**src/rtl/llr_load_ctrl.sv**
```systemverilog
// Channel-LLR load sequencer: streams samples through the external quantizer, packs LLRs
// PAR-wide into a ping-pong channel memory and hands full banks to the decoder.
// Optional LLR_STATS_EN adds sat_count (saturated LLRs in the last completed frame).
module llr_load_ctrl #(
   parameter int unsigned DATA_W    = 5,
   parameter int unsigned FRAME_LEN = 648,
   parameter int unsigned PAR       = 8,
   parameter int unsigned ADDR_W    = 8
) (
   input  logic                    clk,
   input  logic                    rst,
   input  logic                    start,
   input  logic [3:0]              cfg_snr_idx,
   input  logic [4:0]              cfg_frac_w,
   output logic                    busy,
   input  logic                    in_valid,
   output logic                    in_ready,
   input  logic [15:0]             in_data,
   output logic [3:0]              q_snr_idx,
   output logic [4:0]              q_frac_w,
   output logic [15:0]             q_data,
   input  logic [DATA_W-1:0]       q_llr,
   output logic                    mem_we,
   output logic [ADDR_W-1:0]       mem_addr,
   output logic [PAR*DATA_W-1:0]   mem_wdata,
   output logic                    dec_start,
   output logic                    dec_bank,
   input  logic                    dec_release,
   input  logic                    dec_release_bank,
   output logic [1:0]              bank_full
`ifdef LLR_STATS_EN
   ,
   output logic [15:0]             sat_count
`endif
);

   localparam int unsigned WORDS  = FRAME_LEN / PAR;
   localparam int unsigned LANE_W = (PAR > 1) ? $clog2(PAR) : 1;
   localparam int unsigned WIDX_W = ADDR_W - 1;
   localparam int unsigned SAMP_W = $clog2(FRAME_LEN + 1);
   localparam logic [DATA_W-1:0] SAT_POS = DATA_W'((1 << (DATA_W - 1)) - 1);
   localparam logic [DATA_W-1:0] SAT_NEG = DATA_W'(1 << (DATA_W - 1));

   typedef enum logic [1:0] {S_IDLE, S_WAIT, S_LOAD, S_DRAIN} state_t;

   state_t                  state_q, state_d;
   logic [3:0]              snr_q, snr_d;
   logic [4:0]              frac_q, frac_d;
   logic [15:0]             qd_q, qd_d;
   logic                    qv_q, qv_d;
   logic [LANE_W-1:0]       lane_q, lane_d;
   logic [WIDX_W-1:0]       word_q, word_d;
   logic [SAMP_W-1:0]       samp_q, samp_d;
   logic [PAR*DATA_W-1:0]   pack_q, pack_d;
   logic                    we_q, we_d;
   logic [ADDR_W-1:0]       addr_q, addr_d;
   logic [PAR*DATA_W-1:0]   wdata_q, wdata_d;
   logic                    dst_q, dst_d;
   logic                    dbank_q, dbank_d;
   logic                    wr_bank_q, wr_bank_d;
   logic [1:0]              full_q, full_d;
   logic [15:0]             sat_frame_q, sat_frame_d;
   logic [15:0]             sat_q, sat_d;

   logic                    accept;
   logic                    last_lane;
   logic                    last_wr;

   assign accept    = (state_q == S_LOAD) && in_valid;
   assign last_lane = (lane_q == LANE_W'(PAR - 1));
   assign last_wr   = qv_q && last_lane && (word_q == WIDX_W'(WORDS - 1));

   always_comb begin
      state_d     = state_q;
      snr_d       = snr_q;
      frac_d      = frac_q;
      qd_d        = qd_q;
      qv_d        = 1'b0;
      lane_d      = lane_q;
      word_d      = word_q;
      samp_d      = samp_q;
      pack_d      = pack_q;
      we_d        = 1'b0;
      addr_d      = addr_q;
      wdata_d     = wdata_q;
      dst_d       = 1'b0;
      dbank_d     = dbank_q;
      wr_bank_d   = wr_bank_q;
      full_d      = full_q;
      sat_frame_d = sat_frame_q;
      sat_d       = sat_q;

      if (accept) begin
         qd_d   = in_data;
         qv_d   = 1'b1;
         samp_d = samp_q + SAMP_W'(1);
      end

      // Quantizer output for the sample registered last cycle lands in its lane
      if (qv_q) begin
         for (int k = 0; k < int'(PAR); k++) begin
            if (lane_q == LANE_W'(k)) pack_d[k*DATA_W +: DATA_W] = q_llr;
         end
         if (((q_llr == SAT_POS) || (q_llr == SAT_NEG)) && (sat_frame_q != 16'hFFFF))
            sat_frame_d = sat_frame_q + 16'd1;
         if (last_lane) begin
            lane_d  = '0;
            we_d    = 1'b1;
            addr_d  = {wr_bank_q, word_q};
            wdata_d = pack_d;
            word_d  = word_q + WIDX_W'(1);
         end else begin
            lane_d = lane_q + LANE_W'(1);
         end
      end

      if (dec_release) full_d[dec_release_bank] = 1'b0;

      // Frame complete: fill overrides a same-cycle release of the same bank
      if (last_wr) begin
         dst_d             = 1'b1;
         dbank_d           = wr_bank_q;
         full_d[wr_bank_q] = 1'b1;
         wr_bank_d         = ~wr_bank_q;
         lane_d            = '0;
         word_d            = '0;
         samp_d            = '0;
         sat_d             = sat_frame_d;
         sat_frame_d       = '0;
      end

      case (state_q)
         S_IDLE: begin
            if (start) begin
               snr_d   = cfg_snr_idx;
               frac_d  = cfg_frac_w;
               state_d = full_q[wr_bank_q] ? S_WAIT : S_LOAD;
            end
         end
         S_WAIT: begin
            if (!full_q[wr_bank_q]) state_d = S_LOAD;
         end
         S_LOAD: begin
            if (accept && (samp_q == SAMP_W'(FRAME_LEN - 1))) begin
               state_d = S_DRAIN;
               samp_d  = '0;
            end
         end
         S_DRAIN: begin
            if (last_wr) state_d = S_IDLE;
         end
         default: state_d = S_IDLE;
      endcase
   end

   always_ff @(posedge clk) begin
      if (rst) begin
         state_q     <= S_IDLE;
         snr_q       <= '0;
         frac_q      <= '0;
         qd_q        <= '0;
         qv_q        <= 1'b0;
         lane_q      <= '0;
         word_q      <= '0;
         samp_q      <= '0;
         pack_q      <= '0;
         we_q        <= 1'b0;
         addr_q      <= '0;
         wdata_q     <= '0;
         dst_q       <= 1'b0;
         dbank_q     <= 1'b0;
         wr_bank_q   <= 1'b0;
         full_q      <= '0;
         sat_frame_q <= '0;
         sat_q       <= '0;
      end else begin
         state_q     <= state_d;
         snr_q       <= snr_d;
         frac_q      <= frac_d;
         qd_q        <= qd_d;
         qv_q        <= qv_d;
         lane_q      <= lane_d;
         word_q      <= word_d;
         samp_q      <= samp_d;
         pack_q      <= pack_d;
         we_q        <= we_d;
         addr_q      <= addr_d;
         wdata_q     <= wdata_d;
         dst_q       <= dst_d;
         dbank_q     <= dbank_d;
         wr_bank_q   <= wr_bank_d;
         full_q      <= full_d;
         sat_frame_q <= sat_frame_d;
         sat_q       <= sat_d;
      end
   end

   assign busy      = (state_q != S_IDLE);
   assign in_ready  = (state_q == S_LOAD);
   assign q_snr_idx = snr_q;
   assign q_frac_w  = frac_q;
   assign q_data    = qd_q;
   assign mem_we    = we_q;
   assign mem_addr  = addr_q;
   assign mem_wdata = wdata_q;
   assign dec_start = dst_q;
   assign dec_bank  = dbank_q;
   assign bank_full = full_q;
`ifdef LLR_STATS_EN
   assign sat_count = sat_q;
`else
   logic unused_sat;
   assign unused_sat = ^{sat_q, sat_frame_q};
`endif

endmodule

```
**config.mk**
```make
export PLATFORM = sky130hd
export DESIGN_NAME = llr_load_ctrl
export DESIGN_NICKNAME = d
export VERILOG_FILES = /design/src/rtl/llr_load_ctrl.sv
export SDC_FILE = /design/constraint.sdc
export NUM_CORES = 1
export LEC_CHECK = 0
export ABC_CLOCK_PERIOD_IN_PS = 2500
export CORE_MARGIN = 10
export CORE_UTILIZATION = 40
export DETAILED_ROUTE_END_ITERATION = 6
export GPL_TIMING_DRIVEN = 0
export PLACE_DENSITY_LB_ADDON = 0.08
export SLEW_MARGIN = 20
export SYNTH_ARGS = -nofsm -noshare
export SYNTH_HDL_FRONTEND = slang
export SYNTH_SLANG_ARGS = --single-unit
export TNS_END_PERCENT = 20
```
**constraint.sdc**
```tcl
create_clock -name clk -period 2.5 [get_ports clk]
set_input_delay 0.75 -clock clk [delete_from_list [all_inputs] [get_ports clk]]
set_output_delay 0.75 -clock clk [all_outputs]
set_load 0.005 [all_outputs]
```
Word-level counts from Yosys, hierarchy flattened
Index checks and enable logic that the tools add are counted.

Register bits after elaboration: 142. Input bits: 36. Output and inout port bits: 80. Logic and storage cells: 88.

$add $sub $neg: 3. $lt $le $gt $ge: 4. Equal/unequal tests: 16. Multiplexer cells: 30. Bitwise logic cells: 5. Reductions and logical operators: 14.

Operator list (count): $mux 10 (4); $mux 5 (8); $mux 2 (7); $eq 3x3->1 const B (4); $add 10x1->10 const B (1); $eq 10x10->1 const B (1); $pmux 2 s4 (1); $add 7x1->7 const B (1); $eq 7x7->1 const B (1); $mux 1 (7); $eq 3x2->1 const B (2); $logic_and 1x1->1 (6); $ne 2x2->1 const B (3); $eq 2x2->1 const B (2); $lt 1x2->1 const B (2); $reduce_and 2->1 (2); $reduce_and 4->1 (1); $reduce_or 2->1 (2); $add 3x1->3 const B (1); $eq 3x1->1 const B (1); $logic_not 3->1 (1); $mux 3 (1); $and 2x2->2 (1); $demux 1 s1 (2); other kinds (8) (10).

Depth between registers and ports, before layout
Gate-level depths: netlist of the first run.

Depth after elaboration: 9. Depth in mapped cells: 9.

Worst setup path after synthesis of the first run
Ideal clock, no wire load.

Path kind: reg-to-reg. Start: reg lane_q[0]. End: reg state_q[1]. Arrival: 1.727 ns. Slack: 0.652 ns. Cell stages (with the launch flop): 8. Buffers on the path: 1. Clock period less this slack: 1.848 ns. Cells stage by stage: dfxtp_1 -> ha_1 -> ha_1 -> and2_1 -> buf_6 -> nand3_2 -> a221o_1 -> mux2_4.

Longest elaborated chain between the ends: 5.

RTL lines: start, declared (RTL line 51) `logic [LANE_W-1:0] lane_q, lane_d;`; start signal, assigned (RTL line 182) `lane_q <= lane_d;`; $eq 3x3->1 (RTL line 70) `assign last_lane = (lane_q == LANE_W'(PAR - 1));`; via last_lane (RTL line 66) `logic last_lane;`; $logic_and 1x1->1 (2 in series) (RTL line 71) `assign last_wr = qv_q && last_lane && (word_q == WIDX_W'(WORDS - 1));`; $ne 2x2->1 (no line); $reduce_and 4->1 (no line); end signal, assigned (RTL line 177) `state_q <= state_d;`; end, declared (RTL line 46) `state_t state_q, state_d;`.

The timed path passes the listed nets, and every way through them passes these cells. A chain may end at the register's enable or synchronous reset.

Worst setup path after layout of the first run
Start: reg state_q[0]. End: out in_ready.

Longest elaborated chain between the ends: 1.

RTL lines: $eq 2x2->1 (RTL line 199) `assign in_ready = (state_q == S_LOAD);`; end, declared (RTL line 17) `output logic in_ready,`.

No other way between the ends.

==> results of run 1 <==
-- power by group --
| group | total (mW) | switching (mW) | leakage, nW | internal, mW |
|---|---|---|---|---|
| combinational | 0.796 | 0.437 | 1.27 | 0.359 |
| clock | 2.53 | 0.906 | 0.299 | 1.62 |
| sequential | 2.33 | 0.0549 | 1.11 | 2.27 |
-- flip-flops by register name, summed over array words and instances (netlist names) --
signal and count:
dec_bank 1, wr_bank_q 1, state_q 2, word_q 7
lane_q 3, samp_q 10, dec_start 1, mem_wdata 40
mem_addr 8, q_data 16, bank_full 2, qv_q 1
mem_we 1, pack_q 35, q_frac_w 5, q_snr_idx 4
-- stage by stage --
stage               utilization, %  std cells  hold WS (ns)  instance area (µm²)  setup TNS [ns]
floorplan                        -        657         0.436                 5590               0
global placement              50.5        951         0.441                 6960          -0.143
detailed placement            50.5        951         0.446                 6960          -0.258
CTS                           54.9        983         0.454                 7560               0
global route                  54.9        983         0.469                 7560               0
finish                        54.9        983         0.452                 7560               0
-- synthesized netlist by cell type, drive strengths merged --
| library cell | n |
|---|---|
| a211o | 1 |
| a211oi | 21 |
| a21oi | 64 |
| a221o | 1 |
| a22oi | 1 |
| a311oi | 15 |
| a31o | 1 |
| and2 | 2 |
| and3 | 2 |
| and4 | 2 |
| and4bb | 1 |
| buf | 20 |
| clkbuf | 33 |
| dfxtp | 137 |
| ha | 14 |
| inv | 11 |
| mux2 | 1 |
| mux2i | 41 |
| nand2 | 126 |
| nand2b | 3 |
| nand3 | 52 |
| nand4 | 2 |
| nor2 | 74 |
| nor2b | 4 |
| nor3 | 5 |
| nor4bb | 1 |
| o21ai | 3 |
| o22ai | 1 |
| o31ai | 1 |
| or2 | 1 |
| or3 | 2 |
| or4 | 1 |
| xnor2 | 8 |
| xor2 | 5 |
-- worst max-delay path, stage by stage (launching register included) --
cell	delay [ns]
dfxtp_2	0.34
inv_1	0.11
ha_2	0.26
clkdlybuf4s50_1	0.53
-- cells by family (layout without fill, tap and decap cells) --
family	Yosys count	count (layout)	synth area share, %
XOR/XNOR	13	13	2.04
flip-flops	137	137	49.1
AND/OR/NAND/NOR	278	278	21.3
multiplexers	42	42	7.61
buffers and inverters	64	210	4.86
adder cells (fa/ha/maj)	14	14	3.13
AO/OA/AOI/OAI	109	109	12.0
-- cell type report --
class	count	area, µm²	share of cell area (%)
plain buffers	53	230	3.04
clock buffers	25	515	6.81
clock inverters	7	87.6	1.16
inverters	11	41.3	0.546
multi-input cells	456	2580	34.1
flip-flops and latches	137	2750	36.3
well taps	180	225	2.98
repair buffers	114	1140	15.1
-- final timing paths --
check / startpoint / to / slack (ns)
worst max register to register: lane_q[2]$_SDFFE_PP0P_ / mem_wdata[16]$_SDFFE_PP0P_ / 0.32
worst max-delay path: state_q[0]$_SDFFE_PP0P_ / in_ready / 0.10
worst min register to register: q_data[6]$_SDFFE_PP0P_ / q_data[6]$_SDFFE_PP0P_ / 0.45
worst min-delay path: q_data[6]$_SDFFE_PP0P_ / q_data[6]$_SDFFE_PP0P_ / 0.45
-- routing by layer --
layer	GRT usage, %	share of wire [%]	up-vias
li1	-	-	2491
met1	20.2	46	2335
met2	26.7	47	128
met3	4.49	5.2	19
met4	5.33	1.3	0
met5	0	0	-
-- timing repair --
action | in CTS | in global routing
gates resized for setup | 1 | 3
endpoints found under the setup margin | 2 | 2
cloned | 0 | 0
pin swaps | 0 | 0
endpoints found under the hold margin | 0 | 0
==> results.yml, run 1 <==
sta:
  setup_ws_ns: 0.100
  rsz0062_at_grt: "false"
  worst_pin_slew_ns: 0.646
  finalSetupViolCount: 0
  fmaxAchievable_ghz: 0.417
  relSlewSlack_pct: 56.9
  final_max_slew_viol_count: 0
  final-hold-violation-count: 0
  post-route-period-util_pct: 96.0
  fin_skew_ns: 0.00654
  fin_crit_ns: 2.40
critical_path:
  crit_type: "flop to primary output"
  critPathLaunchType: "flop"
  ff2ff_path_depth: 7
  crit_required_ns: 1.75
  arrival_ns: 1.65
  cp-end-kind: "primary output"
  crit_fanout: 7
floorplanning:
  die_h_um: 138
  dieWidth_um: 138
  die-area_um2: 19100
  num_rows: 43
  coreArea_um2: 13800
  pin_count: 116
  start_util_pct: 40.6
hold_path:
  hold_depth: 2
  hold_class: "flop to flop"
global_route:
  antenna_found_initial: 0
  grt_max_degree: 17
  track_usage_pct: 16.3
  overflow: 0
  first_global_vias: 4855
  grt_first_pass_wirelength_um: 25600
power:
  p_leak_nw: 2.67
  power.density_nw_per_um2: 747
  totalPowerFinal_mw: 5.65
  ir_drop_v: 0.000357
layout:
  n_antenna_cell: 0
  layout_common_cells: "135 x dfxtp_1, 126 x nand2_1, 114 x clkdlybuf4s50_1"
  drive_gt1_share_pct: 6.60
  n_fill_cell: 1359
  layout_commonest_cell: "dfxtp_1"
  fin_nets: 840
  area_growth_pct: 35.3
yosys:
  yosys.area.top_type_share_pct: 49.1
  ys_types: 37
  postSynthCellCount: 657
  syn_nets: 707
  syn-cell-area_um2: 5590
  synth_largest_area_cell: "dfxtp_1"
  synthTopCellsByArea: "dfxtp_1 49%, nand2_1 8.5%, mux2i_1 7.3%"
  yosys_register_bits: 137
  syn_avg_cell_area_um2: 8.51
  yosys_warnings: 0
  yosysSeqAreaShare_pct: 49.1
cts:
  cts-buffers-inserted: 17
  post-cts-setup-buffers: 0
  cts_sinks: 137
  clockBufferDepth: 2
  cts_hold_buffers: 0
  htreeDepth: 4
  cts_tree: "built"
  clock-root-buffer: "clkbuf_16"
  clk_pin_slew_ns: 0.05
  insertion_delay_ns: 0.42
run_status:
  outcome: "complete, no violations"
place:
  port_buffers: 114
  pre_cts_slack_ns: -0.0546
  hpwl_um: 11700
  gp_congestion: 0.814
route:
  drc: 0
  wl_per_cell_um: 16.2
  ant_nets: 0
  drtIter0Drc: 168
  viasPerCell: 5.06
  first_pass_iters: 6
  num_vias: 4973
  wirelength_um: 15900
flow_run:
  maxCapViolations: 0
Power figures use the tool's default switching activity.
==> run 2: changes to the inputs <==
Settings changed: ABC_CLOCK_PERIOD_IN_PS 2500 to 3050.
Clock period 2.5 ns to 3.05 ns, I/O delays scaled along.
==> run 2 against run 1 <==
Compared with the run above:
- sequential power shrank 18%
- worst setup slack gained 0.30 ns
- largest power group unchanged
- sequential share of layout area is essentially flat
- wire length grew 0.17%
- worst hold slack is essentially flat
==> results.yml, run 2 (same netlist as run 1, synthesis figures left out) <==
route:
  wirelength_um: 15900
  wl_met1_um: 7370
  drc: 0
  met3_length_um: 806
  wl_met2_um: 7530
  ant_nets: 0
  drtIter0Drc: 174
  first_pass_iters: 4
  num_vias: 5004
  viasPerCell: 5.09
  top_layer: "met4"
  wl_per_cell_um: 16.2
cts:
  clk_pin_slew_ns: 0.05
  post-cts-setup-buffers: 0
  cts-buffers-inserted: 17
  cts_resized: 0
  htreeDepth: 4
  insertion_delay_ns: 0.42
  cts_hold_buffers: 0
  clockBufferDepth: 2
  cts_sinks: 137
  clock-root-buffer: "clkbuf_16"
  cts_tree: "built"
critical_path:
  arrival_ns: 1.74
  cpMaxStageDelayCell: "clkdlybuf4s50_1"
  slowest_delay_ns: 0.56
  worstPathCellList: "inv_1 -> ha_1 -> clkdlybuf4s50_1"
  crit_type: "flop to primary output"
  crit_fanout: 7
  cp-end-kind: "primary output"
  crit_required_ns: 2.13
  critPathLaunchType: "flop"
layout:
  largest_reg_flops: 40
  layout_commonest_cell: "dfxtp_1"
  seq_area_um2: 2740
  n_antenna_cell: 0
  n_fill_cell: 1358
  multi_input_area_um2: 2580
  area_growth_pct: 35.2
  drive_gt1_share_pct: 6.10
  layout_common_cells: "137 x dfxtp_1, 126 x nand2_1, 114 x clkdlybuf4s50_1"
  fin_nets: 840
  finalInstanceArea_um2: 7560
sta:
  fmaxAchievable_ghz: 0.377
  finalSetupViolCount: 0
  hold_ws_ns: 0.452
  post-route-period-util_pct: 86.9
  fin_crit_ns: 2.65
  final_max_slew_viol_count: 0
  rsz0062_at_grt: "false"
  relSlewSlack_pct: 56.2
  worst_pin_slew_ns: 0.657
  fin_skew_ns: 0.00674
  final-hold-violation-count: 0
  fin_setup_tns_ns: 0
  setup_ws_ns: 0.398
hold_path:
  hold_class: "flop to flop"
flow_run:
  maxCapViolations: 0
floorplanning:
  die_h_um: 138
  coreArea_um2: 13800
  die-area_um2: 19100
  pin_count: 116
  num_rows: 43
  start_util_pct: 40.6
  dieWidth_um: 138
global_route:
  overflow: 0
  track_usage_pct: 16.3
  first_global_vias: 4851
  antenna_found_initial: 0
  grt_max_degree: 17
  grt_first_pass_wirelength_um: 25600
place:
  pre_cts_slack_ns: 0.330
  gp_congestion: 0.814
  hpwl_um: 11700
  placed_cell_area_um2: 6960
  port_buffers: 114
power:
  power.density_nw_per_um2: 611
  ir_drop_v: 0.000293
  p_leak_nw: 2.67
run_status:
  outcome: "complete, no violations"
run 2: worst max-delay path, delay by kind of cell, from the launching register on:
family | cells | cell delay (ns)
buf+inv | 2 | 0.68
fa+ha+maj | 1 | 0.30
flops | 1 | 0.34
run 2: area by class of cell:
| class | count | share of cell area, % |
|---|---|---|
| Sequential cell | 137 | 36.3 |
| Multi-Input combinational cell | 456 | 34.1 |
| Timing Repair Buffer | 114 | 15.1 |
| Clock buffer | 25 | 6.82 |
| Buffer | 53 | 3.05 |
| Tap cell | 180 | 2.98 |
| Clock inverter | 7 | 1.16 |
| Inverter | 11 | 0.546 |
run 2: power by group:
part | total, mW | internal (mW) | switching [mW]
Sequential | 1.91 | 1.86 | 0.0448
Combinational | 0.647 | 0.291 | 0.356
Clock | 2.07 | 1.33 | 0.741
Total | 4.62 | 3.48 | 1.14
run 2: path summary, 6_finish.rpt:
path	startpoint	endpoint	slack, ns	depth (start not counted)
setup / recovery	state_q[0]$_SDFFE_PP0P_	in_ready	0.40	3
hold / removal	q_data[6]$_SDFFE_PP0P_	q_data[6]$_SDFFE_PP0P_	0.45	2
setup reg to reg	lane_q[2]$_SDFFE_PP0P_	pack_q[15]$_SDFFE_PP0P_	0.87	8
hold reg to reg	q_data[6]$_SDFFE_PP0P_	q_data[6]$_SDFFE_PP0P_	0.45	2
run 2: metrics by stage:
| stage | power [mW] | cells | utilization (%) |
|---|---|---|---|
| after floorplan | 2.30 | 657 | - |
| after detailed placement | 2.59 | 951 | 50.5 |
| after global placement | 2.57 | 951 | 50.5 |
| after global routing | 4.83 | 983 | 54.9 |
| after CTS | 4.67 | 983 | 54.9 |
| final | 4.62 | 983 | 54.9 |
run 2: layer usage:
metal / global-route usage, % / up-vias
met2: 26.7 / 131
li1: - / 2495
met5: 0 / -
met3: 4.49 / 25
met1: 20.2 / 2353
met4: 5.33 / 0
==> run 3: changes to the inputs <==
Settings changed: ABC_CLOCK_PERIOD_IN_PS 3050 to 3100, CORE_UTILIZATION 40 to 45.
Clock period 3.05 ns to 3.1 ns, I/O delays scaled along.
==> run 3 against run 2 <==
Compared with the run above:
- register-to-register slack better by 0.06 ns
- sequential power decreased by 2%
- critical path depth unchanged
- sequential share of layout area rose by 0.13 points
- clock power down 4%
- non-clock buffer count unchanged
- clock-buffer cell count shrank 2
- via count decreased by 0.28%
- die area shrank 9.5%
- design area decreased by 0.36%
- largest power group unchanged
==> results.yml, run 3 (same netlist as run 1, synthesis figures left out) <==
critical_path:
  arrival_ns: 1.75
  crit_fanout: 7
  crit_required_ns: 2.17
  critPathLaunchType: "flop"
  ff2ff_path_depth: 8
  regToRegSetupSlack_ns: 0.93
  cp-end-kind: "primary output"
  critPathLaunch: "state_q[0]$_SDFFE_PP0P_"
  rr_endpoint: "pack_q[19]$_SDFFE_PP0P_"
  r2r-start: "lane_q[2]$_SDFFE_PP0P_"
  crit_type: "flop to primary output"
power:
  ir_drop_v: 0.000475
  p_leak_nw: 2.67
  power.density_nw_per_um2: 597
place:
  hpwl_um: 11600
  port_buffers: 114
  gp_congestion: 0.827
route:
  num_vias: 4990
  viasPerCell: 5.14
  wirelength_um: 15800
  drtIter0Drc: 314
  wl_per_cell_um: 16.2
  ant_nets: 0
  first_pass_iters: 5
  drc: 0
sta:
  final_max_slew_viol_count: 0
  fin_crit_ns: 2.68
  hold_ws_ns: 0.451
  fin_skew_ns: 0.00806
  relSlewSlack_pct: 52.7
  finalSetupViolCount: 0
  final-hold-violation-count: 0
  fmaxAchievable_ghz: 0.373
  rsz0062_at_grt: "false"
  fin_setup_tns_ns: 0
  post-route-period-util_pct: 86.5
  worst_pin_slew_ns: 0.710
hold_path:
  worstHoldStart: "q_data[0]$_SDFFE_PP0P_"
  hold_class: "flop to flop"
  hold_depth: 2
  hold_end: "q_data[0]$_SDFFE_PP0P_"
global_route:
  grt_first_pass_wirelength_um: 25800
  first_global_vias: 5017
  grt_max_degree: 17
  track_usage_pct: 18.3
  antenna_found_initial: 0
  overflow: 0
layout:
  largest_reg_flops: 40
  drive_gt1_share_pct: 6.11
  layout_common_cells: "137 x dfxtp_1, 126 x nand2_1, 114 x clkdlybuf4s50_1"
  fin_nets: 840
  n_antenna_cell: 0
  layout_commonest_cell: "dfxtp_1"
  area_growth_pct: 34.7
cts:
  cts-buffers-inserted: 17
  cts_hold_buffers: 0
  cts_resized: 0
  insertion_delay_ns: 0.42
  htreeDepth: 4
  clock-root-buffer: "clkbuf_16"
  clockBufferDepth: 2
  cts_tree: "built"
  post-cts-setup-buffers: 0
  cts_sinks: 137
  clk_pin_slew_ns: 0.05
floorplanning:
  coreArea_um2: 12100
  start_util_pct: 46.2
  pin_count: 116
  num_rows: 40
  die-area_um2: 17300
  die_h_um: 131
  dieWidth_um: 131
flow_run:
  maxCapViolations: 0
run_status:
  outcome: "complete, no violations"
-- run 3: cell types whose count changed in the layout (fill, tap and decap cells not counted), sizes merged --
| cell | previous run | this run |
|---|---|---|
| clkbuf | 58 | 56 |
| clkinv | 4 | 5 |
-- run 3: stage by stage --
step	utilization [%]	instances	total power, mW	setup WS [ns]	area (µm²)
5_1_grt	62.2	970	4.69	0.296	7530
6_report	62.2	970	4.50	0.418	7530
3_3_place_gp	57.3	939	2.53	0.398	6940
3_5_place_dp	57.3	939	2.55	0.388	6940
4_1_cts	62.2	970	4.54	0.397	7530
2_1_floorplan	-	657	2.27	1.11	5590
-- run 3: final cells by class --
type	instances	area, µm²
multi-input combinational	456	2580
inverter	11	41.3
sequential	137	2740
timing repair buffer	114	1140
tap	168	210
clock inverter	8	92.6
clock buffer	23	498
fill	1084	4580
buffer	53	230
-- run 3: routing by layer --
metal  vias to the layer above  GRT usage (%)  wire (µm)
met2                       132           31.7       7940
met4                         0           5.56        178
met5                         -              0          0
met3                        19           5.60        944
met1                      2336           21.2       6700
li1                       2503              -          -
-- run 3: worst max-delay path by stage --
stage | slack (ns) | to
floorplan | 1.11 | state_q[1]$_SDFFE_PP0P_
global placement | 0.40 | state_q[1]$_SDFFE_PP0P_
detailed placement | 0.39 | state_q[1]$_SDFFE_PP0P_
CTS | 0.40 | in_ready
global route | 0.30 | busy
finish | 0.42 | in_ready
-- run 3: worst max-delay path, stage by stage, from the launching register on --
cell and delay [ns]:
dfxtp_1 0.34, inv_1 0.13, ha_1 0.31, clkdlybuf4s50_1 0.56
-- run 3: power breakdown --
group | internal (mW) | switching (mW)
Sequential | 1.83 | 0.0413
Clock | 1.28 | 0.710
Combinational | 0.287 | 0.351
Total | 3.40 | 1.10
